### src/rtl/bus_term_pkg.sv
// Purpose : shared constants and helpers for the bus terminal FIFO.
// Contents: broadcast ID default, error-flag bit indices, and dest_of(),
//           which extracts the 8-bit destination ID from a packet.
package bus_term_pkg;

  localparam int unsigned ID_W      = 8;
  localparam int unsigned ERR_W     = 2;
  localparam int unsigned DROP_W    = 16;
  localparam int unsigned PKT_W_MAX = 64;

  localparam logic [ID_W-1:0] BCAST_ID_DEFAULT = 8'hFF;

  // Bit positions inside the sticky err vector
  localparam int unsigned ERR_TX_OVF    = 0;
  localparam int unsigned ERR_POP_EMPTY = 1;

  // Destination ID is the top ID_W bits of a pkt_w-bit packet.
  // The packet is passed zero-extended to PKT_W_MAX bits.
  function automatic logic [ID_W-1:0] dest_of(input logic [PKT_W_MAX-1:0] pkt,
                                              input int unsigned           pkt_w);
    return pkt[pkt_w-1 -: ID_W];
  endfunction

endpackage

### src/rtl/bus_terminal_fifo_if.sv
// Purpose : host/arbiter-facing handshake bundle of one bus terminal.
// Modports: master - host + arbiter side (drives writes, pops, pushes, rx_ready)
//           slave  - the terminal itself (drives flags, heads, counters)
// Signals : host_wr/host_wdata/host_full   host -> TX FIFO
//           pndng/D_pop/pop                TX FIFO -> arbiter
//           push/D_push                    arbiter -> RX FIFO
//           rx_valid/rx_data/rx_ready      RX FIFO -> host
//           tx_count, rx_drop_cnt, err     status
interface bus_terminal_fifo_if #(
  parameter int unsigned pckg_sz = 20,
  parameter int unsigned depth   = 16
);

  localparam int unsigned CNT_W = $clog2(depth) + 1;

  logic               host_wr;
  logic [pckg_sz-1:0] host_wdata;
  logic               host_full;
  logic               pndng;
  logic [pckg_sz-1:0] D_pop;
  logic               pop;
  logic               push;
  logic [pckg_sz-1:0] D_push;
  logic               rx_valid;
  logic [pckg_sz-1:0] rx_data;
  logic               rx_ready;
  logic [CNT_W-1:0]   tx_count;
  logic [15:0]        rx_drop_cnt;
  logic [1:0]         err;

  modport master (
    output host_wr, host_wdata, pop, push, D_push, rx_ready,
    input  host_full, pndng, D_pop, rx_valid, rx_data, tx_count, rx_drop_cnt, err
  );

  modport slave (
    input  host_wr, host_wdata, pop, push, D_push, rx_ready,
    output host_full, pndng, D_pop, rx_valid, rx_data, tx_count, rx_drop_cnt, err
  );

endinterface

### src/rtl/bus_term_sync_fifo.sv
// Purpose : synchronous first-word-fall-through FIFO with occupancy counter.
// Ports   : clk, reset (sync, active-high)
//           wr/wdata  write request; accepted when not full, or when full
//                     together with an effective read
//           rd        read request; ignored when empty
//           rdata     registered head; holds its last value when empty
//           empty/full/count  registered occupancy status
module bus_term_sync_fifo #(
  parameter int unsigned width = 20,
  parameter int unsigned depth = 16
) (
  input  logic                     clk,
  input  logic                     reset,
  input  logic                     wr,
  input  logic [width-1:0]         wdata,
  input  logic                     rd,
  output logic [width-1:0]         rdata,
  output logic                     empty,
  output logic                     full,
  output logic [$clog2(depth):0]   count
);

  localparam int unsigned PTR_W = $clog2(depth);
  localparam int unsigned CNT_W = PTR_W + 1;

  logic [width-1:0] r_mem [depth];
  logic [PTR_W-1:0] r_wr_ptr;
  logic [PTR_W-1:0] r_rd_ptr;
  logic [CNT_W-1:0] r_count;
  logic             r_empty;
  logic             r_full;
  logic [width-1:0] r_rdata;

  logic             w_rd_en;
  logic             w_wr_en;
  logic [PTR_W-1:0] w_rd_ptr_nxt;
  logic [CNT_W-1:0] w_count_nxt;
  logic [width-1:0] w_head_nxt;

  // Next-state: effective enables, occupancy and the head value after this edge
  always_comb begin
    w_rd_en      = rd & ~r_empty;
    w_wr_en      = wr & (~r_full | w_rd_en);
    w_rd_ptr_nxt = r_rd_ptr + PTR_W'(w_rd_en);
    w_count_nxt  = r_count;
    w_head_nxt   = r_rdata;

    if (w_wr_en && !w_rd_en) begin
      w_count_nxt = r_count + CNT_W'(1);
    end else if (w_rd_en && !w_wr_en) begin
      w_count_nxt = r_count - CNT_W'(1);
    end

    // When the slot being written becomes the head it is not in r_mem yet,
    // so forward wdata; an empty result keeps the previous head.
    if (w_count_nxt != '0) begin
      if (w_wr_en && (w_rd_ptr_nxt == r_wr_ptr)) begin
        w_head_nxt = wdata;
      end else begin
        w_head_nxt = r_mem[w_rd_ptr_nxt];
      end
    end
  end

  // Pointers, occupancy, flags and registered head
  always_ff @(posedge clk) begin
    if (reset) begin
      r_wr_ptr <= '0;
      r_rd_ptr <= '0;
      r_count  <= '0;
      r_empty  <= 1'b1;
      r_full   <= 1'b0;
      r_rdata  <= '0;
    end else begin
      if (w_wr_en) begin
        r_wr_ptr <= r_wr_ptr + PTR_W'(1);
      end
      r_rd_ptr <= w_rd_ptr_nxt;
      r_count  <= w_count_nxt;
      r_empty  <= (w_count_nxt == '0);
      r_full   <= (w_count_nxt == CNT_W'(depth));
      r_rdata  <= w_head_nxt;
    end
  end

  // Storage array; contents are meaningless outside the occupied window
  always_ff @(posedge clk) begin
    if (!reset && w_wr_en) begin
      r_mem[r_wr_ptr] <= wdata;
    end
  end

  assign rdata = r_rdata;
  assign empty = r_empty;
  assign full  = r_full;
  assign count = r_count;

endmodule

### src/rtl/bus_terminal_fifo.sv
// Purpose : per-terminal buffer around the bus arbiter. TX queues host packets
//           and presents them on pndng/D_pop; RX captures arbiter deliveries,
//           optionally filters on destination ID, and queues them for the host.
// Ports   : clk, reset (sync, active-high), bus (bus_terminal_fifo_if.slave)
// Config  : BUS_TERMINAL_ADDR_FILTER_EN - when defined, RX accepts only packets
//           whose destination is id or broadcast; otherwise every push is
//           accepted. TX is identical in both builds.
module bus_terminal_fifo
  import bus_term_pkg::*;
#(
  parameter int unsigned     pckg_sz   = 20,
  parameter int unsigned     depth     = 16,
  parameter logic [ID_W-1:0] id        = 8'h00,
  parameter logic [ID_W-1:0] broadcast = BCAST_ID_DEFAULT
) (
  input  logic                 clk,
  input  logic                 reset,
  bus_terminal_fifo_if.slave   bus
);

  localparam int unsigned CNT_W = $clog2(depth) + 1;

`ifdef BUS_TERMINAL_ADDR_FILTER_EN
  localparam bit FILTER_EN = 1'b1;
`else
  localparam bit FILTER_EN = 1'b0;
`endif

  logic               w_tx_empty;
  logic               w_tx_full;
  logic [pckg_sz-1:0] w_tx_rdata;
  logic [CNT_W-1:0]   w_tx_count;

  logic               w_rx_empty;
  logic               w_rx_full;
  logic [pckg_sz-1:0] w_rx_rdata;
  logic [CNT_W-1:0]   w_rx_count;

  logic [ID_W-1:0]    w_dest;
  logic               w_dest_match;
  logic               w_rx_accept;
  logic               w_rx_deq;
  logic               w_rx_drop;

  logic [ERR_W-1:0]   r_err;
  logic [DROP_W-1:0]  r_drop_cnt;

  // TX path: host -> arbiter
  bus_term_sync_fifo #(
    .width (pckg_sz),
    .depth (depth)
  ) u_tx_fifo (
    .clk   (clk),
    .reset (reset),
    .wr    (bus.host_wr),
    .wdata (bus.host_wdata),
    .rd    (bus.pop),
    .rdata (w_tx_rdata),
    .empty (w_tx_empty),
    .full  (w_tx_full),
    .count (w_tx_count)
  );

  // RX acceptance: destination filter is bypassed in the unfiltered build
  always_comb begin
    w_dest       = dest_of(PKT_W_MAX'(bus.D_push), pckg_sz);
    w_dest_match = (w_dest == id) || (w_dest == broadcast);
    w_rx_accept  = bus.push & (~FILTER_EN | w_dest_match);
    w_rx_deq     = bus.rx_ready & (w_rx_count != '0);
    // A same-cycle dequeue frees a slot, so only a stalled full FIFO drops
    w_rx_drop    = w_rx_accept & w_rx_full & ~w_rx_deq;
  end

  // RX path: arbiter -> host
  bus_term_sync_fifo #(
    .width (pckg_sz),
    .depth (depth)
  ) u_rx_fifo (
    .clk   (clk),
    .reset (reset),
    .wr    (w_rx_accept),
    .wdata (bus.D_push),
    .rd    (bus.rx_ready),
    .rdata (w_rx_rdata),
    .empty (w_rx_empty),
    .full  (w_rx_full),
    .count (w_rx_count)
  );

  // Sticky error flags and saturating RX drop counter
  always_ff @(posedge clk) begin
    if (reset) begin
      r_err      <= '0;
      r_drop_cnt <= '0;
    end else begin
      // A pop while full is always effective, so it makes room for the write
      if (bus.host_wr && w_tx_full && !bus.pop) begin
        r_err[ERR_TX_OVF] <= 1'b1;
      end
      if (bus.pop && w_tx_empty) begin
        r_err[ERR_POP_EMPTY] <= 1'b1;
      end
      if (w_rx_drop && (r_drop_cnt != {DROP_W{1'b1}})) begin
        r_drop_cnt <= r_drop_cnt + DROP_W'(1);
      end
    end
  end

  assign bus.host_full   = w_tx_full;
  assign bus.pndng       = ~w_tx_empty;
  assign bus.D_pop       = w_tx_rdata;
  assign bus.tx_count    = w_tx_count;
  assign bus.rx_valid    = ~w_rx_empty;
  assign bus.rx_data     = w_rx_rdata;
  assign bus.rx_drop_cnt = r_drop_cnt;
  assign bus.err         = r_err;

endmodule

### src/flat_wrapper.sv
// flat-port wrapper written by rule: the top's interface ports become plain ports
module bus_terminal_fifo_flat import bus_term_pkg::*;
#(
  parameter int unsigned     pckg_sz   = 20,
  parameter int unsigned     depth     = 16,
  parameter logic [ID_W-1:0] id        = 8'h00,
  parameter logic [ID_W-1:0] broadcast = BCAST_ID_DEFAULT
)
  (clk, reset, bus_host_wr, bus_host_wdata, bus_pop, bus_push, bus_D_push, bus_rx_ready, bus_host_full, bus_pndng, bus_D_pop, bus_rx_valid, bus_rx_data, bus_tx_count, bus_rx_drop_cnt, bus_err);
  bus_terminal_fifo_if #(.pckg_sz(pckg_sz), .depth(depth)) bus_i ();
  input  logic clk;
  input  logic reset;
  input wire logic [$bits(bus_i.host_wr)-1:0] bus_host_wr;
  input wire logic [$bits(bus_i.host_wdata)-1:0] bus_host_wdata;
  input wire logic [$bits(bus_i.pop)-1:0] bus_pop;
  input wire logic [$bits(bus_i.push)-1:0] bus_push;
  input wire logic [$bits(bus_i.D_push)-1:0] bus_D_push;
  input wire logic [$bits(bus_i.rx_ready)-1:0] bus_rx_ready;
  output wire logic [$bits(bus_i.host_full)-1:0] bus_host_full;
  output wire logic [$bits(bus_i.pndng)-1:0] bus_pndng;
  output wire logic [$bits(bus_i.D_pop)-1:0] bus_D_pop;
  output wire logic [$bits(bus_i.rx_valid)-1:0] bus_rx_valid;
  output wire logic [$bits(bus_i.rx_data)-1:0] bus_rx_data;
  output wire logic [$bits(bus_i.tx_count)-1:0] bus_tx_count;
  output wire logic [$bits(bus_i.rx_drop_cnt)-1:0] bus_rx_drop_cnt;
  output wire logic [$bits(bus_i.err)-1:0] bus_err;
  assign bus_i.host_wr = bus_host_wr;
  assign bus_i.host_wdata = bus_host_wdata;
  assign bus_i.pop = bus_pop;
  assign bus_i.push = bus_push;
  assign bus_i.D_push = bus_D_push;
  assign bus_i.rx_ready = bus_rx_ready;
  assign bus_host_full = bus_i.host_full;
  assign bus_pndng = bus_i.pndng;
  assign bus_D_pop = bus_i.D_pop;
  assign bus_rx_valid = bus_i.rx_valid;
  assign bus_rx_data = bus_i.rx_data;
  assign bus_tx_count = bus_i.tx_count;
  assign bus_rx_drop_cnt = bus_i.rx_drop_cnt;
  assign bus_err = bus_i.err;
  bus_terminal_fifo #(.pckg_sz(pckg_sz), .depth(depth), .id(id), .broadcast(broadcast)) u_core (.clk(clk), .reset(reset), .bus(bus_i));
endmodule
### config.mk
export PLATFORM = sky130hd
export DESIGN_NAME = bus_terminal_fifo_flat
export DESIGN_NICKNAME = d
export VERILOG_FILES = /design/src/rtl/bus_term_pkg.sv /design/src/rtl/bus_terminal_fifo_if.sv /design/src/rtl/bus_term_sync_fifo.sv /design/src/rtl/bus_terminal_fifo.sv /design/src/flat_wrapper.sv
export SDC_FILE = /design/constraint.sdc
export NUM_CORES = 1
export LEC_CHECK = 0
export BUFFER_PORTS_ARGS = -buffer_cell sky130_fd_sc_hd__buf_2
export CAP_MARGIN = 40
export CORE_MARGIN = 3
export CORE_UTILIZATION = 50
export CTS_CLUSTER_DIAMETER = 50
export DETAILED_ROUTE_END_ITERATION = 8
export PLACE_DENSITY = 0.67
export SKIP_CTS_REPAIR_TIMING = 1
export SLEW_MARGIN = 20
export SYNTH_ARGS = -nofsm -noshare
export SYNTH_HDL_FRONTEND = slang
export SYNTH_SLANG_ARGS = --single-unit
### constraint.sdc
create_clock -name clk -period 3.9 [get_ports clk]
set_input_delay 0.195 -clock clk [delete_from_list [all_inputs] [get_ports clk]]
set_output_delay 0.195 -clock clk [all_outputs]
set_load 0.01 [all_outputs]
==> run_results.csv <==
group,metric,value,unit
global_routing,gr-total-overflow,0,
global_routing,grt_pass1_wl,104,mm
floorplan,die_area,61000,µm²
timing,report.final.slew_viol_count,0,
critical_path,timing_worst_setup_path_type,"flop to flop",
outcome,status,"completed",
synthesis,synth_edf_count,640,
floorplan,number_of_placed_i_o_pins,112,
finish,final-seq-area,21000,µm²
finish,postLayoutCellArea,33900,µm²
timing,timing.final.hold_violations,0,
timing,finalWorstSetupSlack,0.766,ns
critical_path,cp.required,4.41,ns
global_routing,grt_usage,22.8,%
placed_design,placedCellCount,2783,
finish,multi_input_area,7740,µm²
drt,drt_pre_antenna_iters,5,
synthesis,yosys-top-cells-area,"edfxtp_1 (66%), dfxtp_1 (6.1%), mux2i_1 (4.1%)",
critical_path,critical_path_arrival,3.64,ns
timing,tightest_slew,0.763,ns
power,power_leakage,11.4,nW
finish,layout-drive-gt1-share,19.8,%
placed_design,detailedPlace.worstSlack,0.793,ns
critical_path,critical_path.max_stage_delay,0.62,ns
cts,cts.sinks,728,
drt,ant_nets,0,
cts,clock_transition_at_the_register_clock_pins_on_the_worst_setup_and_hold_paths_after_cts,0.06,ns
placed_design,dpl-instance-area,31000,µm²
drt,drt-vias-per-instance,5.93,
critical_path,worstPathCellList,"nand2b_1 > inv_1 > ha_4 > ha_2 > buf_4 > mux4_2 > mux2i_1 > o211ai_1 > a32o_1",
placed_design,numPortBuffers,111,
critical_path,path_delay_family,"adder cells",
synthesis,netlist_instances,1957,
global_routing,grt_antenna_before_repair,2,
synthesis,syn-mean-instance-area,14.8,µm²
timing,max_freq,319,MHz
drt,wirelength,69.5,mm
cts,clock_path_buffers,3,
floorplan,start_util,51.0,%
synthesis,synth.most_common_cell,"edfxtp_1",
synthesis,synth.top_cell.area_share,66.2,%
critical_path,cp_launch_type,"flop",
critical_path,cp.buffers_inverters,2,
synthesis,synth_area,29000,µm²
floorplan,die_y,247,µm
synthesis,seq_area_frac_synth,72.3,%
power,irDropWorstVdd,381,µV
synthesis,synth_top_flop_cell,"edfxtp_1",
global_routing,maximum_number_of_pins_on_one_net_before_global_route_repair,101,
floorplan,design.core.area,56900,µm²
cts,worstSkewPairLatency,0.63,ns
finish,final_nets,2213,
hold_path,hold_path.class,"input pin to flop",
global_routing,grt_pass1_vias,17193,
synthesis,syn_nets,2020,
power,total_power,18.1,mW
drt,routed-via-count,17609,
critical_path,crit_slowest_cell,"ha_2",
cts,cts_tree,"built",
cts,cts_buffers,78,
drt,drt_first_iter_violations,1763,
timing,skew,0.0344,ns
synthesis,ys_ff_latch,728,
finish,n_fill_cell,4251,
placed_design,dpl.hpwl,40.3,mm
timing,rsz0062_at_grt,"false",
timing,final.setup.tns,0,ns
timing,final_worst_path_period_share,80.4,%
finish,area_growth,16.8,%
power,powerDensity,535,nW/µm²
timing,max-slew-margin-rel,48.9,%
cts,cts_htree_levels,3,
timing,finalWorstPathRequiredPeriod,3.13,ns
synthesis,biggest_area_consumer_among_synthesized_cells,"edfxtp_1",
synthesis,synth.lib_cells_used.distinct,62,
synthesis,synthesis.yosys.warnings,0,
finish,post_layout_nonfiller_instances,2967,
drt,wire_per_inst,23.4,µm
drt,drt_drc_violations_left,0,
placed_design,gpl.final_weighted_congestion,0.798,
floorplan,floorplan.die.width,247,µm
critical_path,timing.critical_path.to_type,"flop",
cts,cts_root_buf,"clkbuf_16",
floorplan,std_cell_rows,87,
synthesis,asyncSetResetFlopFracSynth,0,%
timing,timing.final.setup_violations,0,
run,drv.max_cap_violation_count,0,
synthesis,synthTopCellsByCount,"edfxtp_1 (640), nand2_1 (306), mux2i_1 (119), nand3_1 (114), clkbuf_1 (96)",
critical_path,critical_path_maximum_fanout,17,
## logic make-up after synthesis
family          synth area share (%)
flops                           72.3
simple gates                    10.8
compound gates                  5.50
mux                             7.36
buf+inv                         1.84
xor+xnor                        1.47
fa+ha+maj                      0.733
## per-stage QoR
step                      hold WS, ns  util [%]
after global placement          0.446      54.4
after detailed placement        0.450      54.5
after CTS                      -0.169      58.8
final                         0.00612      59.5
after floorplan                 0.294         -
after global routing          0.00579      59.5
## worst register-to-register path, delay by kind of cell, from the launching register on
kind / cells / cell delay (ns)
AO/OA/AOI/OAI: 2 / 0.40
adder cells (fa/ha/maj): 2 / 0.81
buffers and inverters: 2 / 0.57
flip-flops: 1 / 0.39
multiplexers: 2 / 0.53
AND/OR/NAND/NOR: 1 / 0.32
## report_power, final
group / leakage, nW / internal, mW / switching [mW]
registers: 6.49 / 8.69 / 0.167
clock network: 1.22 / 4.06 / 2.97
logic: 3.66 / 0.922 / 1.33
total: 11.4 / 13.7 / 4.47
## cell usage in the layout, fill, tap and decap left out, types with 21 or more instances in the layout
master,count
a21oi_1,26
a22oi_1,21
a31oi_1,24
a32o_1,21
a32oi_1,21
and4_1,22
buf_2,111
buf_4,69
clkbuf_16,80
dfxtp_1,88
dlygate4sd3_1,42
edfxtp_1,640
mux2i_1,119
mux4_2,40
nand2_1,306
nand3_1,114
nand4_1,48
nor2_1,53
nor2_2,24
o211ai_1,29
o21ai_0,24
xor2_1,23
## layer usage
layer | part of all wire (%) | vias to the layer above | global-route usage (%)
li1 | - | 7871 | -
met4 | 3.5 | 2 | 9.25
met3 | 7.3 | 161 | 4.09
met2 | 49 | 715 | 37.3
met1 | 40 | 8860 | 30.4
met5 | 0.019 | - | 0
## final cells by class
| type | instances | share of cell area [%] |
|---|---|---|
| multi-input combinational | 1092 | 22.8 |
| clock buffer | 104 | 6.38 |
| antenna | 1 | 0.00738 |
| inverter | 17 | 0.188 |
| clock inverter | 36 | 0.853 |
| timing repair buffer | 233 | 5.06 |
| sequential | 728 | 61.9 |
| tap | 756 | 2.79 |
## registers in the layout, summed over array words and instances, names as in the netlist, 2 cells and up
| signal | flops |
|---|---|
| u_core.bus.err | 2 |
| u_core.u_rx_fifo.rdata | 20 |
| u_core.u_rx_fifo.count | 5 |
| u_core.bus.rx_drop_cnt | 16 |
| u_core.u_rx_fifo.r_mem | 320 |
| u_core.u_rx_fifo.r_rd_ptr | 4 |
| u_core.u_tx_fifo.r_rd_ptr | 4 |
| u_core.u_tx_fifo.r_mem | 320 |
| u_core.u_tx_fifo.r_wr_ptr | 4 |
| u_core.u_tx_fifo.count | 5 |
| u_core.u_tx_fifo.rdata | 20 |
| u_core.u_rx_fifo.r_wr_ptr | 4 |
## worst paths after layout
check | from | depth (start not counted) | slack (ns) | endpoint
worst max-delay path | u_core.u_tx_fifo.empty$_SDFF_PP1_ | 9 | 0.77 | u_core.u_tx_fifo.rdata[8]$_SDFFE_PP0P_
worst min-delay path | bus_D_push[13] | 1 | 0.006 | u_core.u_rx_fifo.r_mem[6][13]$_DFFE_PP_
worst max register to register | u_core.u_tx_fifo.empty$_SDFF_PP1_ | 9 | 0.77 | u_core.u_tx_fifo.rdata[8]$_SDFFE_PP0P_
worst min register to register | u_core.bus.err[0]$_SDFFE_PP0P_ | 2 | 0.46 | u_core.bus.err[0]$_SDFFE_PP0P_
No activity file was read; power rests on OpenSTA's default activity.
